### config.mk
export PLATFORM = sky130hd
export DESIGN_NAME = l1_mem_arbiter
export DESIGN_NICKNAME = d
export VERILOG_FILES = /design/src/rtl/l1_mem_arbiter.sv
export SDC_FILE = /design/constraint.sdc
export NUM_CORES = 1
export LEC_CHECK = 0
export CORE_AREA = 2 2 393 395
export CTS_CLUSTER_DIAMETER = 30
export DETAILED_ROUTE_END_ITERATION = 12
export DIE_AREA = 0 0 395 397
export PLACE_DENSITY_LB_ADDON = 0.05
export SYNTH_ARGS = -nofsm -noshare
export SYNTH_HDL_FRONTEND = slang
export SYNTH_SLANG_ARGS = --single-unit
### constraint.sdc
create_clock -name clk -period 5.75 [get_ports clk]
set_clock_uncertainty 0.15 [all_clocks]
set_input_delay 0.8625 -clock clk [delete_from_list [all_inputs] [get_ports clk]]
set_output_delay 0.8625 -clock clk [all_outputs]
set_load 0.1 [all_outputs]
### src/rtl/l1_mem_arbiter.sv
// Round-robin arbiter joining the icache and dcache line ports onto one burst memory port.
// Each 256-bit line moves as four 64-bit beats, lowest beat first.
module l1_mem_arbiter #(
    parameter int LINE_WIDTH = 256,
    parameter int BEAT_WIDTH = 64
) (
    input  logic                  clk,
    input  logic                  rst_n,
    input  logic                  i_pmem_read,
    input  logic [31:0]           i_pmem_address,
    output logic [LINE_WIDTH-1:0] i_pmem_rdata,
    output logic                  i_pmem_resp,
    input  logic                  d_pmem_read,
    input  logic                  d_pmem_write,
    input  logic [31:0]           d_pmem_address,
    input  logic [LINE_WIDTH-1:0] d_pmem_wdata,
    output logic [LINE_WIDTH-1:0] d_pmem_rdata,
    output logic                  d_pmem_resp,
    output logic                  mem_read,
    output logic                  mem_write,
    output logic [31:0]           mem_address,
    output logic [BEAT_WIDTH-1:0] mem_wdata,
    input  logic [BEAT_WIDTH-1:0] mem_rdata,
    input  logic                  mem_resp
);

    localparam int BEATS = LINE_WIDTH / BEAT_WIDTH;
    localparam int CW    = (BEATS > 1) ? $clog2(BEATS) : 1;
    localparam int OFF   = $clog2(LINE_WIDTH / 8);

    localparam logic [2:0] IDLE    = 3'd0;
    localparam logic [2:0] I_READ  = 3'd1;
    localparam logic [2:0] D_READ  = 3'd2;
    localparam logic [2:0] D_WRITE = 3'd3;
    localparam logic [2:0] DONE    = 3'd4;

    logic [2:0]            state;
    logic [CW-1:0]         beat;
    logic [LINE_WIDTH-1:0] line_buf;
    logic                  rr_d;
    logic                  grant_d;
    logic                  i_req;
    logic                  d_req;
    logic                  pick_d;
    logic                  in_burst;
    logic                  unused_offset_bits;

    assign i_req    = i_pmem_read;
    assign d_req    = d_pmem_read | d_pmem_write;
    // rr_d set means the dcache wins a tie
    assign pick_d   = d_req & (~i_req | rr_d);
    assign in_burst = (state == I_READ) | (state == D_READ) | (state == D_WRITE);

    assign unused_offset_bits = ^{i_pmem_address[OFF-1:0], d_pmem_address[OFF-1:0]};

    always_ff @(posedge clk or negedge rst_n) begin
        if (!rst_n) begin
            state       <= IDLE;
            beat        <= '0;
            line_buf    <= '0;
            rr_d        <= 1'b0;
            grant_d     <= 1'b0;
            mem_address <= '0;
        end else begin
            case (state)
                IDLE: begin
                    if (i_req | d_req) begin
                        grant_d     <= pick_d;
                        mem_address <= pick_d ? {d_pmem_address[31:OFF], {OFF{1'b0}}}
                                              : {i_pmem_address[31:OFF], {OFF{1'b0}}};
                        if (!pick_d) begin
                            state <= I_READ;
                        end else if (d_pmem_write) begin
                            state    <= D_WRITE;
                            line_buf <= d_pmem_wdata;
                        end else begin
                            state <= D_READ;
                        end
                    end
                end
                I_READ, D_READ, D_WRITE: begin
                    if (mem_resp) begin
                        if (state != D_WRITE) begin
                            line_buf[int'(beat)*BEAT_WIDTH +: BEAT_WIDTH] <= mem_rdata;
                        end
                        if (beat == CW'(BEATS - 1)) begin
                            beat  <= '0;
                            state <= DONE;
                        end else begin
                            beat <= beat + 1'b1;
                        end
                    end
                end
                DONE: begin
                    rr_d  <= ~rr_d;
                    state <= IDLE;
                end
                default: state <= IDLE;
            endcase
        end
    end

    assign mem_read     = (state == I_READ) | (state == D_READ);
    assign mem_write    = (state == D_WRITE);
    assign mem_wdata    = (in_burst && mem_write) ? line_buf[int'(beat)*BEAT_WIDTH +: BEAT_WIDTH] : '0;
    assign i_pmem_resp  = (state == DONE) & ~grant_d;
    assign d_pmem_resp  = (state == DONE) & grant_d;
    assign i_pmem_rdata = line_buf;
    assign d_pmem_rdata = line_buf;

endmodule

==> reports/metrics.csv <==
metric;value;unit
routedWlPerCell;25.30;um
dp_cells;4139;
drv_slew;0;
layout_common_cells;clkdlybuf4s50_1, dfrtp_1, a22o_1;
seqCellArea;7264;um2
cap_violations;0;
synth_seq_cells;290;
grt.overflow.total;0;
yosysUniqueCellTypes;32;
drive_gt1_share;15.51;%
crit_chain;buf_4 -> mux4_2 -> nor2b_1 -> clkdlybuf4s50_1;
startpoint_type;flop;
multiInputGateArea;7961;um2
hold-path-cell-count;1;
synthCells;1444;
endpoint_kind;output pin;
slowest_delay;1.03;ns
worst_slew_pin_slew;1.187;ns
rr_endpoint;d_pmem_rdata[40];
synthTopCellsByArea;dfrtp_1, a22o_1, mux2_1;
drc;0;
die_area;156800;um2
num_vias;15650;
synth_top_area_share;40.81;%
yosysWarnings;0;
worstHoldEndpoint;rr_d;
totalWireLength;111.2;mm
core-area;153000;um2
fillers;16462;
grt_pass1_vias;17284;
insertion_delay;0.71;ns
nets;2627;
synth.cell_area;17780;um2
hpwlAfterDp;79.19;mm
slew_headroom;20.70;%
cts_buffer_depth;3;
cp.arrival;3.81;ns
area_growth;81.99;%
post-route-min-period;4.821;ns
yosysSeqAreaShare;40.81;%
drtIter0Drc;625;
r2r_setup_slack;2.07;ns
min_from;rr_d;
path_class;flop to output pin;
finalHoldViolCount;0;
vias_per_cell;3.562;
layout_commonest_cell;clkdlybuf4s50_1;
status;finished, final reports clean;
setup_viol;0;
cts_max_level;4;
fmax;207.4;MHz
tritoncts;done;
die_w;395;um
std_cell_rows;144;
ff2ff_path_depth;8;
synth.avg_cell_area;12.31;um2
fin_crit_sh;83.84;%
cts_resized;0;
drtAntennaViolNets;0;
antenna_found_initial;29;
cts.sinks;290;
rsz0062_at_grt;false;
hold_buffers;1;
cts_root_buffer;clkbuf_16;
cts_made_buffers;134;
portBuffers;986;
final.setup.tns;0;ns
cp_slowest_cell;clkdlybuf4s50_1;
start_util;11.62;%
min_path_type;flop to flop;
grt_max_degree;138;
dr.pass1.iters;4;
track_usage;13.77;%
grt_pass1_wl;149.2;mm
ios;1002;
path_clk_slew;0.04;ns
gp_congestion;0.7264;
worstPathMaxFanout;27;
cts_setup_buffers;0;
yosysTopAreaCell;dfrtp_1;
die_h;397;um
worst_ep_required_time;4.74;ns
final_cells;4394;
r2r_start;beat[0];
-- registers in the layout, indices dropped and copies added (netlist names) --
signal,cells
d_pmem_rdata,256
mem_address,27
state,3
beat,2
grant_d,1
rr_d,1
-- critical path: cells and delay by family, from the launching register on --
family / cells / cell delay [ns]
buffers and inverters: 2 / 1.41
muxes: 1 / 0.53
DFF: 1 / 0.95
and+or+nand+nor: 1 / 0.14
-- layer usage --
metal  vias up  GRT usage, %  part of all wire [%]
li1       6754             -                     -
met1      8026         14.86                    38
met2       681         24.80                    53
met3       171         4.735                   7.0
met4        18         4.935                   2.3
met5         -             0                  0.10
-- cells in the mapped netlist --
cell      count
buf_2        35
buf_1         4
a21oi_1      29
ha_1          5
and3b_1       1
nor3_4        1
conb_1        1
and3_1        2
nor2_1       33
o21ai_0       1
or3_1         2
o21bai_1      1
mux2_1      192
nor3_1        2
o21ai_1       1
inv_1         4
nand2b_1      1
o21ba_2       1
mux2i_1      27
nand3b_1      2
buf_6        26
xnor2_1       2
nand2_1      17
a22o_1      257
clkbuf_1     44
nor4_4        3
dfrtp_1     290
nand3_2       3
buf_4       262
mux2_2       66
mux4_2       64
nor2b_1      65
-- area by class of cell --
cell class	instances	share of cell area (%)
repair buffers	1019	31.56
multi-input cells	783	24.60
flip-flops and latches	290	22.45
clock buffers	224	12.95
well taps	2044	7.903
clock inverters	8	0.3209
diodes	22	0.1701
inverters	4	0.04640
-- cell families (layout without fill, tap and decap cells) --
group                      count (synthesis)  in the layout  synth area share [%]
buffers and inverters                    375           1255                 14.79
muxes                                    349            349                 25.97
AOI/OAI and AO/OA                        290            290                 13.63
DFF                                      290            290                 40.81
and+or+nand+nor                          132            132                 4.328
adders and majority gates                  5              5                0.3518
xor gates and xnor gates                   2              2               0.09853
other                                      1             27               0.02109
-- worst max path at each step --
stage,depth (start not counted),from,end
floorplan,5,beat[0],mem_wdata[25]
global placement,4,beat[0],mem_wdata[28]
detailed placement,4,beat[0],mem_wdata[28]
CTS,4,beat[0],mem_wdata[28]
global route,4,beat[0],mem_wdata[28]
finish,4,beat[0],mem_wdata[34]
-- through the flow --
stage | setup WS, ns | hold WS [ns] | instance area, um2 | util [%]
2_1_floorplan | 2.042 | 0.2966 | 17800 | -
3_3_place_gp | 1.504 | 0.3246 | 28000 | 18.31
3_5_place_dp | 1.524 | 0.3167 | 28000 | 18.31
4_1_cts | 0.7063 | 0.3246 | 32300 | 21.12
5_1_grt | 0.6941 | 0.3777 | 32340 | 21.14
6_report | 0.9290 | 0.3218 | 32360 | 21.15
Power is not shown: default switching activity piles up to over one toggle a cycle in this logic, so the estimate is an artifact.
